<file path="src/rtl/qarb_pkg.sv">
// ---------------------------------------------------------------------------
// qarb_pkg : shared state encodings and index-wrap helper for queue_arbiter
// Revision : 1.0
// ---------------------------------------------------------------------------
`default_nettype none

package qarb_pkg;

   typedef enum logic [0:0] {
      QARB_IDLE  = 1'b0,
      QARB_OWNED = 1'b1
   } qarb_state_t;

   localparam int QARB_N_MIN = 2;
   localparam int QARB_N_MAX = 8;
   localparam int QARB_IDX_ZERO = 0;

   // Increment a requester index and wrap N-1 back to zero explicitly.
   function automatic int qarb_wrap_inc(input int idx, input int n);
      return (idx >= n - 1) ? QARB_IDX_ZERO : idx + 1;
   endfunction

endpackage

`default_nettype wire

</file>
<file path="src/rtl/rr_pick.sv">
// ---------------------------------------------------------------------------
// rr_pick : combinational masked round-robin search starting at index start
// Revision : 1.0
// ---------------------------------------------------------------------------
`default_nettype none

module rr_pick
   import qarb_pkg::*;
#(
   parameter int N = 4
)(
   input  logic [N-1:0]         mask,
   input  logic [$clog2(N)-1:0] start,
   output logic                 valid,
   output logic [$clog2(N)-1:0] index
);

   localparam int IW = $clog2(N);

   logic [IW-1:0] idx;

   always_comb begin
      valid = 1'b0;
      index = '0;
      idx   = start;
      for (int k = 0; k < N; k++) begin
         if (!valid && mask[idx]) begin
            valid = 1'b1;
            index = idx;
         end
         idx = IW'(qarb_wrap_inc(int'(idx), N));
      end
   end

endmodule

`default_nettype wire

</file>
<file path="src/rtl/queue_arbiter.sv">
// ---------------------------------------------------------------------------
// queue_arbiter : round-robin arbiter with locked bursts feeding a shared queue
// Revision : 1.0   (optional QARB_STATS_EN adds beat_count / stall_count)
// ---------------------------------------------------------------------------
`default_nettype none

module queue_arbiter
   import qarb_pkg::*;
#(
   parameter int N         = 4,
   parameter int WIDTH     = 16,
   parameter int MAX_BURST = 4
)(
   input  logic                 clk,
   input  logic                 reset,
   input  logic [N-1:0]         req,
   input  logic [N-1:0]         lock,
   input  logic [N*WIDTH-1:0]   req_data,
   output logic [N-1:0]         ack,
   output logic                 q_push,
   output logic [WIDTH-1:0]     q_data,
   input  logic                 q_full,
   input  logic                 flush
`ifdef QARB_STATS_EN
   ,
   output logic [31:0]          beat_count,
   output logic [31:0]          stall_count
`endif
);

   localparam int IW = $clog2(N);
   localparam int CW = $clog2(MAX_BURST + 1);

   qarb_state_t   state;
   logic [IW-1:0] ptr;
   logic [IW-1:0] owner;
   logic [CW-1:0] cnt;

   logic [N-1:0]  eligible;
   logic [IW-1:0] start;
   logic [IW-1:0] win;
   logic          any;
   logic          fire;

   // While owned, only the owner's request is visible to the search.
   always_comb begin
      eligible = req;
      start    = ptr;
      if (state == QARB_OWNED) begin
         eligible        = '0;
         eligible[owner] = req[owner];
         start           = owner;
      end
   end

   rr_pick #(.N(N)) u_pick (
      .mask  (eligible),
      .start (start),
      .valid (any),
      .index (win)
   );

   always_comb begin
      fire     = any && !q_full && !flush && !reset;
      ack      = '0;
      ack[win] = fire;
      q_push   = fire;
      q_data   = req_data[int'(win)*WIDTH +: WIDTH];
   end

   always_ff @(posedge clk) begin
      if (reset) begin
         state <= QARB_IDLE;
         ptr   <= '0;
         owner <= '0;
         cnt   <= '0;
      end else if (flush) begin
         state <= QARB_IDLE;
         cnt   <= '0;
      end else if (!q_full) begin
         case (state)
            QARB_IDLE: begin
               if (fire) begin
                  if (lock[win] && (MAX_BURST > 1)) begin
                     state <= QARB_OWNED;
                     owner <= win;
                     cnt   <= CW'(1);
                  end else begin
                     ptr <= IW'(qarb_wrap_inc(int'(win), N));
                  end
               end
            end
            QARB_OWNED: begin
               if (fire) begin
                  if (cnt == CW'(MAX_BURST - 1)) begin
                     state <= QARB_IDLE;
                     cnt   <= '0;
                     ptr   <= IW'(qarb_wrap_inc(int'(owner), N));
                  end else begin
                     cnt <= cnt + CW'(1);
                  end
               end else if (!req[owner] || !lock[owner]) begin
                  state <= QARB_IDLE;
                  cnt   <= '0;
                  ptr   <= IW'(qarb_wrap_inc(int'(owner), N));
               end
            end
            default: begin
               state <= QARB_IDLE;
               cnt   <= '0;
            end
         endcase
      end
   end

`ifdef QARB_STATS_EN
   always_ff @(posedge clk) begin
      if (reset) begin
         beat_count  <= '0;
         stall_count <= '0;
      end else begin
         if (fire)
            beat_count <= beat_count + 32'd1;
         if (any && q_full && !flush)
            stall_count <= stall_count + 32'd1;
      end
   end
`endif

endmodule

`default_nettype wire

</file>
<file path="config.mk">
export PLATFORM = sky130hd
export DESIGN_NAME = queue_arbiter
export DESIGN_NICKNAME = d
export VERILOG_FILES = /design/src/rtl/qarb_pkg.sv /design/src/rtl/rr_pick.sv /design/src/rtl/queue_arbiter.sv
export SDC_FILE = /design/constraint.sdc
export NUM_CORES = 1
export LEC_CHECK = 0
export ABC_AREA = 1
export BUFFER_PORTS_ARGS = -buffer_cell sky130_fd_sc_hd__buf_2
export CORE_MARGIN = 2
export CORE_UTILIZATION = 48
export CTS_BUF_LIST = sky130_fd_sc_hd__clkbuf_16
export CTS_CLUSTER_DIAMETER = 120
export DETAILED_ROUTE_END_ITERATION = 7
export PLACE_DENSITY = 0.88
export SYNTH_ARGS = -nofsm -noshare
export SYNTH_HDL_FRONTEND = slang
export SYNTH_SLANG_ARGS = --single-unit
export TNS_END_PERCENT = 1
</file>
<file path="constraint.sdc">
create_clock -name clk -period 5.7 [get_ports clk]
set_clock_uncertainty 0.2 [all_clocks]
set_input_delay 1.14 -clock clk [delete_from_list [all_inputs] [get_ports clk]]
set_output_delay 1.14 -clock clk [all_outputs]
set_load 0.1 [all_outputs]
</file>
==> run_results.csv, run 1 <==
group,metric,value,unit
timing,holdWs,261,ps
outcome,outcome,"complete, no violations",
power_and_ir_drop,power.ir.vdd_worst,0.000319,V
cells_and_area,layout_commonest_cell,"buf_2",
global_route,antenna_found_initial,0,
timing,setup_viol,0,
clocking,cts_sinks,8,
synthesis,synthArstFlopShare,0,%
timing,worstMarginPinSlew,486,ps
synthesis,ys.flop_type,"dfxtp_1",
placed_design,port_buffers,96,
timing,tns,0,ps
clocking,path_clk_slew,40,ps
floorplan,dieArea,0.00385,sq mm
placed_design,finalWeightedCongestion,0.943,
clocking,cts_tree,"done",
clocking,ctsHoldBuffers,0,
floorplan,floorplan.initialDensity,49.2,%
setup_path,end_kind,"output port",
global_route,grt_pass1_wl,6630,microns
cells_and_area,fill_cells,300,
synthesis,ys_ff_latch,8,
hold_path,hold_class,"register to register",
power_and_ir_drop,swShare,66.1,%
timing,fin_crit,4940,ps
clocking,clockBufferDepth,2,
cells_and_area,final_cells,410,
power_and_ir_drop,internal_power,0.000270,W
global_route,gr-total-overflow,0,
setup_path,cp_max_fo,22,
clocking,cts_buffers,3,
setup_path,rrSetupSlack,2420,ps
floorplan,fp.coreArea,0.00328,sq mm
hold_path,whs_endpoint,"cnt[1]$_SDFFE_PP0P_",
power_and_ir_drop,p_seq_share,7.4,%
power_and_ir_drop,net-switching-power,0.000526,W
detailed_routing,dr.first_iter.drc_count,133,
detailed_routing,dr_total_vias,2147,
detailed_routing,viasPerCell,5.24,
global_route,grt_use_total,22.5,%
hold_path,min_path_cells,2,
power_and_ir_drop,leakage,1.22,nW
cells_and_area,drive_gt1_share,36.3,%
setup_path,required,4360,ps
global_route,grt_max_degree,36,
setup_path,ff2ff_path_depth,17,
floorplan,die_x,62.0,microns
synthesis,syn_area,0.00162,sq mm
clocking,clock_latency,230,ps
cells_and_area,n_antenna_cell,0,
synthesis,synth_edf_count,0,
flow_run,maxCapViolations,0,
cells_and_area,fin_nets,451,
timing,slew_viol_final,0,
detailed_routing,drc_errors,0,
clocking,cts-root-buf,"clkbuf_16",
detailed_routing,wirelength,4720,microns
setup_path,path_class,"input pin to output port",
power_and_ir_drop,power_frac_clock,15.1,%
setup_path,r2r_end,"ptr[1]$_SDFFE_PP0P_",
hold_path,worstHoldStart,"cnt[1]$_SDFFE_PP0P_",
setup_path,r2r_start,"owner[1]$_SDFFE_PP0P_",
global_route,first_global_vias,1622,
synthesis,avgSynthCellArea,5.87,sq um
placed_design,post_dp_cell_area,0.00209,sq mm
timing,min_period_over_period,86.6,%
clocking,cts.htree.levels,1,
clocking,cts_resized,0,
floorplan,io_pins,97,
cells_and_area,final_area,0.00216,sq mm
synthesis,synth.distinct_cells,29,
timing,hold_violations,0,
power_and_ir_drop,power.density,368,mW/mm^2
floorplan,dieHeight,62.0,microns
detailed_routing,ant_nets,0,
clocking,postCtsSetupBuffers,0,
synthesis,ys_warn_count,0,
placed_design,hpwl,3740,microns
synthesis,syn_nets,360,
timing,max_freq,0.203,GHz
cells_and_area,layout_common_cells,"96 x buf_2, 73 x nand2_1, 40 x a21oi_1",
power_and_ir_drop,comb_power_share,77.5,%
setup_path,start_kind,"input pin",
cells_and_area,area_growth,33.8,%
placed_design,placed_cells,407,
detailed_routing,drt_pass1_iterations,5,
synthesis,synth_cells,275,
synthesis,yosysSeqAreaShare,9.91,%
floorplan,num_rows,21,
timing,relSlewSlack,67.5,%
timing,rsz0062_at_grt,"false",
setup_path,worstPathArrival,3600,ps
detailed_routing,wl_per_cell,11.5,microns
layer usage:
metal | track usage [%] | wire [microns]
met2 | 37.2 | 2350
met4 | 9.12 | 79
met3 | 2.07 | 241
met1 | 29.8 | 2040
met5 | 0 | 0
cell type report:
class	count	area, sq um	share of cell area, %
timing repair buffer	98	495	22.9
tap	46	57.6	2.66
multi-input combinational	220	1240	57.3
clock buffer	3	75.1	3.47
sequential	8	160	7.41
inverter	35	134	6.20
cell usage after synthesis, types with 2 or more instances:
master	n	share of area [%]
nand2_1	73	17
nor3_1	2	0.62
nand4_1	7	2.7
buf_6	2	1.4
nand3_2	10	6.2
ha_1	9	7.0
nor2_1	12	2.8
inv_1	27	6.3
o21ai_4	2	2.0
clkinv_1	2	0.46
o21ai_0	4	1.2
buf_2	6	1.9
a21oi_1	40	12
o21bai_1	2	0.93
dfxtp_1	8	9.9
o21ai_1	2	0.62
a21boi_1	2	0.93
buf_4	4	1.9
nand3_1	23	7.1
a22oi_1	16	7.4
nand2_2	10	3.9
inv_2	5	1.2
how the worst max path moves through the flow:
| stage | from | to | slack [ps] | cells past startpoint |
|---|---|---|---|---|
| 4_1_cts | req[1] | ack[0] | 780 | 16 |
| 2_1_floorplan | req[1] | q_data[11] | 350 | 14 |
| 3_5_place_dp | req[1] | ack[0] | 800 | 16 |
| 3_3_place_gp | req[1] | ack[0] | 870 | 16 |
| 5_1_grt | req[1] | ack[0] | 480 | 16 |
| 6_report | req[1] | ack[0] | 760 | 16 |
sequential cells by signal, indices dropped and copies added (netlist names):
name	cells
owner	2
cnt	3
state	1
ptr	2
worst max-delay path: stages:
cell	delay [ps]
buf_2	100
nand2_1	70
nand3_2	120
nand3_1	130
nand3_1	110
nand3_1	140
nand2_2	90
nor2_4	150
nand3_1	90
nand2_1	90
nand2_2	220
inv_2	360
ha_1	210
inv_1	40
nor2_1	90
buf_2	430
through the flow:
step	setup slack (ps)	util [%]	total power (W)
global route	483	65.8	0.000842
CTS	784	65.8	0.000796
global placement	870	63.5	0.000670
detailed placement	796	63.5	0.000673
floorplan	346	-	0.000589
finish	763	65.8	0.000796
cells by family after synthesis:
kind of cell	count (synthesis)	share of synthesized area, %
flip-flops	8	9.91
multiplexers	1	0.620
AO/OA/AOI/OAI	69	25.9
XOR/XNOR	1	1.01
AND/OR/NAND/NOR	140	42.1
adder cells (fa/ha/maj)	9	6.97
buffers and inverters	47	13.4
power by group through the flow:
| stage | Sequential (W) | Combinational (W) | Clock, W |
|---|---|---|---|
| 5_1_grt | 0.0000593 | 0.000658 | 0.000124 |
| 3_5_place_dp | 0.0000600 | 0.000613 | 0 |
| 2_1_floorplan | 0.0000599 | 0.000529 | 0 |
| 6_report | 0.0000592 | 0.000617 | 0.000120 |
| 4_1_cts | 0.0000592 | 0.000616 | 0.000121 |
| 3_3_place_gp | 0.0000600 | 0.000610 | 0 |
Note: power is estimated with default switching activity, not from simulation.
==> run 2, diff against run 1 <==
--- a/config.mk
+++ b/config.mk
@@ -5,14 +5,13 @@
 export SDC_FILE = /design/constraint.sdc
 export NUM_CORES = 1
 export LEC_CHECK = 0
-export ABC_AREA = 1
 export BUFFER_PORTS_ARGS = -buffer_cell sky130_fd_sc_hd__buf_2
 export CORE_MARGIN = 2
-export CORE_UTILIZATION = 48
+export CORE_UTILIZATION = 46
 export CTS_BUF_LIST = sky130_fd_sc_hd__clkbuf_16
 export CTS_CLUSTER_DIAMETER = 120
 export DETAILED_ROUTE_END_ITERATION = 7
-export PLACE_DENSITY = 0.88
+export PLACE_DENSITY = 0.87
 export SYNTH_ARGS = -nofsm -noshare
 export SYNTH_HDL_FRONTEND = slang
 export SYNTH_SLANG_ARGS = --single-unit
==> run_results.csv, run 2 <==
group,metric,value,unit
synthesis,yosysTopAreaCell,"nand2_1",
setup_path,end_kind,"output port",
detailed_routing,ant_nets,0,
synthesis,synth.top_cells.by_count,"70 x nand2_1, 17 x a31oi_1, 16 x and3_1, 10 x nor2_1",
cells_and_area,largest_reg_flops,3,
timing,tns,0,ps
clocking,cts_sinks,8,
synthesis,yosys-top-cells-area,"nand2_1 18%, dfxtp_1 11%, ha_1 7.7%",
placed_design,port_buffers,96,
cells_and_area,layout_commonest_cell,"buf_2",
synthesis,synthArstFlopShare,0,%
timing,fin_crit,4920,ps
setup_path,start_kind,"input pin",
timing,max_freq,0.203,GHz
clocking,path_clk_slew,40,ps
synthesis,synth_most_common_cell,"nand2_1",
floorplan,fp.coreArea,0.00305,sq mm
global_route,grt_use_total,24.0,%
power_and_ir_drop,swShare,50.5,%
setup_path,required,4360,ps
placed_design,placed_cells,362,
setup_path,crit_family,"buffers and inverters",
cells_and_area,final_cells,365,
clocking,ctsHoldBuffers,0,
synthesis,synth.distinct_cells,45,
flow_run,maxCapViolations,0,
hold_path,hold_class,"register to register",
synthesis,syn_area,0.00147,sq mm
power_and_ir_drop,power.ir.vdd_worst,0.000162,V
floorplan,io_pins,97,
timing,slew_viol_final,0,
cells_and_area,area_growth,40.1,%
clocking,clockBufferDepth,2,
cells_and_area,reg_top3,"cnt: 3 flops, owner: 2 flops, ptr: 2 flops",
synthesis,ys.flop_type,"dfxtp_1",
global_route,first_global_vias,1615,
detailed_routing,drc_errors,0,
cells_and_area,largest_register,"cnt",
setup_path,critical-path-max-stage-delay,440,ps
clocking,cts-root-buf,"clkbuf_16",
timing,worstMarginPinSlew,803,ps
global_route,gr-total-overflow,0,
clocking,postCtsSetupBuffers,0,
timing,relSlewSlack,46.4,%
clocking,cts_buffers,3,
setup_path,crit_top_cell,"buf_2",
cells_and_area,layout_common_cells,"96 x buf_2, 70 x nand2_1, 16 x and3_1, 16 x a31oi_1, 10 x nor2_1",
detailed_routing,dr_total_vias,1939,
floorplan,dieHeight,60.4,microns
timing,setup_viol,0,
setup_path,cp_slowest_cell,"buf_2",
placed_design,finalWeightedCongestion,0.913,
placed_design,hpwl,3590,microns
detailed_routing,dr.first_iter.drc_count,154,
detailed_routing,viasPerCell,5.31,
synthesis,synth_top_cell_area_share,17.9,%
power_and_ir_drop,net-switching-power,0.000213,W
floorplan,die_x,60.4,microns
power_and_ir_drop,p_seq_share,14.0,%
timing,min_period_over_period,86.3,%
synthesis,synth_cells,233,
setup_path,cp_cell_sequence,"buf_2 > mux2i_1 > o32ai_1 > a211o_1 > a211oi_4 > buf_4 > nand2_1 > and3_1 > a31oi_1 > buf_2",
cells_and_area,drive_gt1_share,35.5,%
cells_and_area,fin_nets,408,
setup_path,cp_max_fo,36,
global_route,antenna_found_initial,0,
clocking,cts_resized,0,
detailed_routing,drt_pass1_iterations,4,
detailed_routing,wl_per_cell,12.7,microns
cells_and_area,n_antenna_cell,0,
synthesis,syn_nets,318,
floorplan,floorplan.initialDensity,48.0,%
timing,hold_violations,0,
synthesis,ys_warn_count,0,
setup_path,worstPathArrival,3580,ps
synthesis,avgSynthCellArea,6.29,sq um
clocking,clock_latency,230,ps
clocking,cts.htree.levels,1,
clocking,cts_tree,"done",
power_and_ir_drop,internal_power,0.000208,W
floorplan,num_rows,20,
cells_and_area,utilization,67.3,%
setup_path,path_class,"input pin to output port",
synthesis,ys_ff_latch,8,
global_route,grt_pass1_wl,6860,microns
global_route,grt_max_degree,37,
synthesis,yosysSeqAreaShare,10.9,%
power_and_ir_drop,power.density,205,mW/mm^2
setup_path,crit_buf_inv,3,
synthesis,synth_edf_count,0,
power_and_ir_drop,comb_power_share,58.2,%
power_and_ir_drop,power_frac_clock,27.8,%
detailed_routing,wirelength,4620,microns
timing,rsz0062_at_grt,"false",
cells_and_area,fill_cells,272,
outcome,outcome,"complete, no violations",
floorplan,dieArea,0.00365,sq mm
power_and_ir_drop,leakage,1.03,nW
[run 2: per-layer routing]
layer	share of wire, %	global-route usage, %	vias to the layer above
met2	50	40.8	61
met5	0	0	-
met3	4.9	2.77	15
li1	-	-	999
met1	43	31.7	864
met4	2.2	7.76	0
[run 2: cell type report]
| class | instances | area [sq um] | share of cell area [%] |
|---|---|---|---|
| clock buffer | 3 | 75.1 | 3.66 |
| inverter | 10 | 37.5 | 1.83 |
| multi-input combinational | 201 | 1220 | 59.5 |
| sequential | 8 | 160 | 7.80 |
| tap | 44 | 55.1 | 2.68 |
| timing repair buffer | 99 | 503 | 24.5 |
[run 2: metrics by stage]
| stage | hold slack, ps | worst slack [ps] | power, W | area (sq um) |
|---|---|---|---|---|
| after floorplan | 240 | -0.0777 | 0.000248 | 1470 |
| after global placement | 248 | 816 | 0.000302 | 1980 |
| after detailed placement | 275 | 812 | 0.000304 | 1980 |
| after CTS | 280 | 800 | 0.000423 | 2050 |
| after global routing | 279 | 674 | 0.000440 | 2050 |
| final | 275 | 782 | 0.000421 | 2050 |
[run 2: path summary, 6_finish.rpt]
kind,startpoint,end,slack (ps),cells after the start
min reg2reg,cnt[2]$_SDFFE_PP0P_,cnt[2]$_SDFFE_PP0P_,270,1
max reg2reg,state$_SDFFE_PP0N_,ptr[1]$_SDFFE_PP0P_,2110,9
max,req[3],q_data[3],780,10
min,cnt[2]$_SDFFE_PP0P_,cnt[2]$_SDFFE_PP0P_,270,1
[run 2: kinds of logic (layout without fill, tap and decap cells)]
kind of cell    after synthesis  after routing  synth area share [%]
simple gates                130            130                  41.4
fa+ha+maj                     9              9                  7.69
mux                          11             11                  8.03
buf+inv                      24            112                  6.49
flops                         8              8                  10.9
compound gates               51             51                  25.4
[run 2: power groups by stage]
stage                     clock network (W)  registers, W  logic, W
after floorplan                           0     0.0000584  0.000190
after global placement                    0     0.0000598  0.000242
after detailed placement                  0     0.0000598  0.000244
after CTS                          0.000119     0.0000589  0.000245
after global routing               0.000122     0.0000592  0.000259
final                              0.000117     0.0000590  0.000245
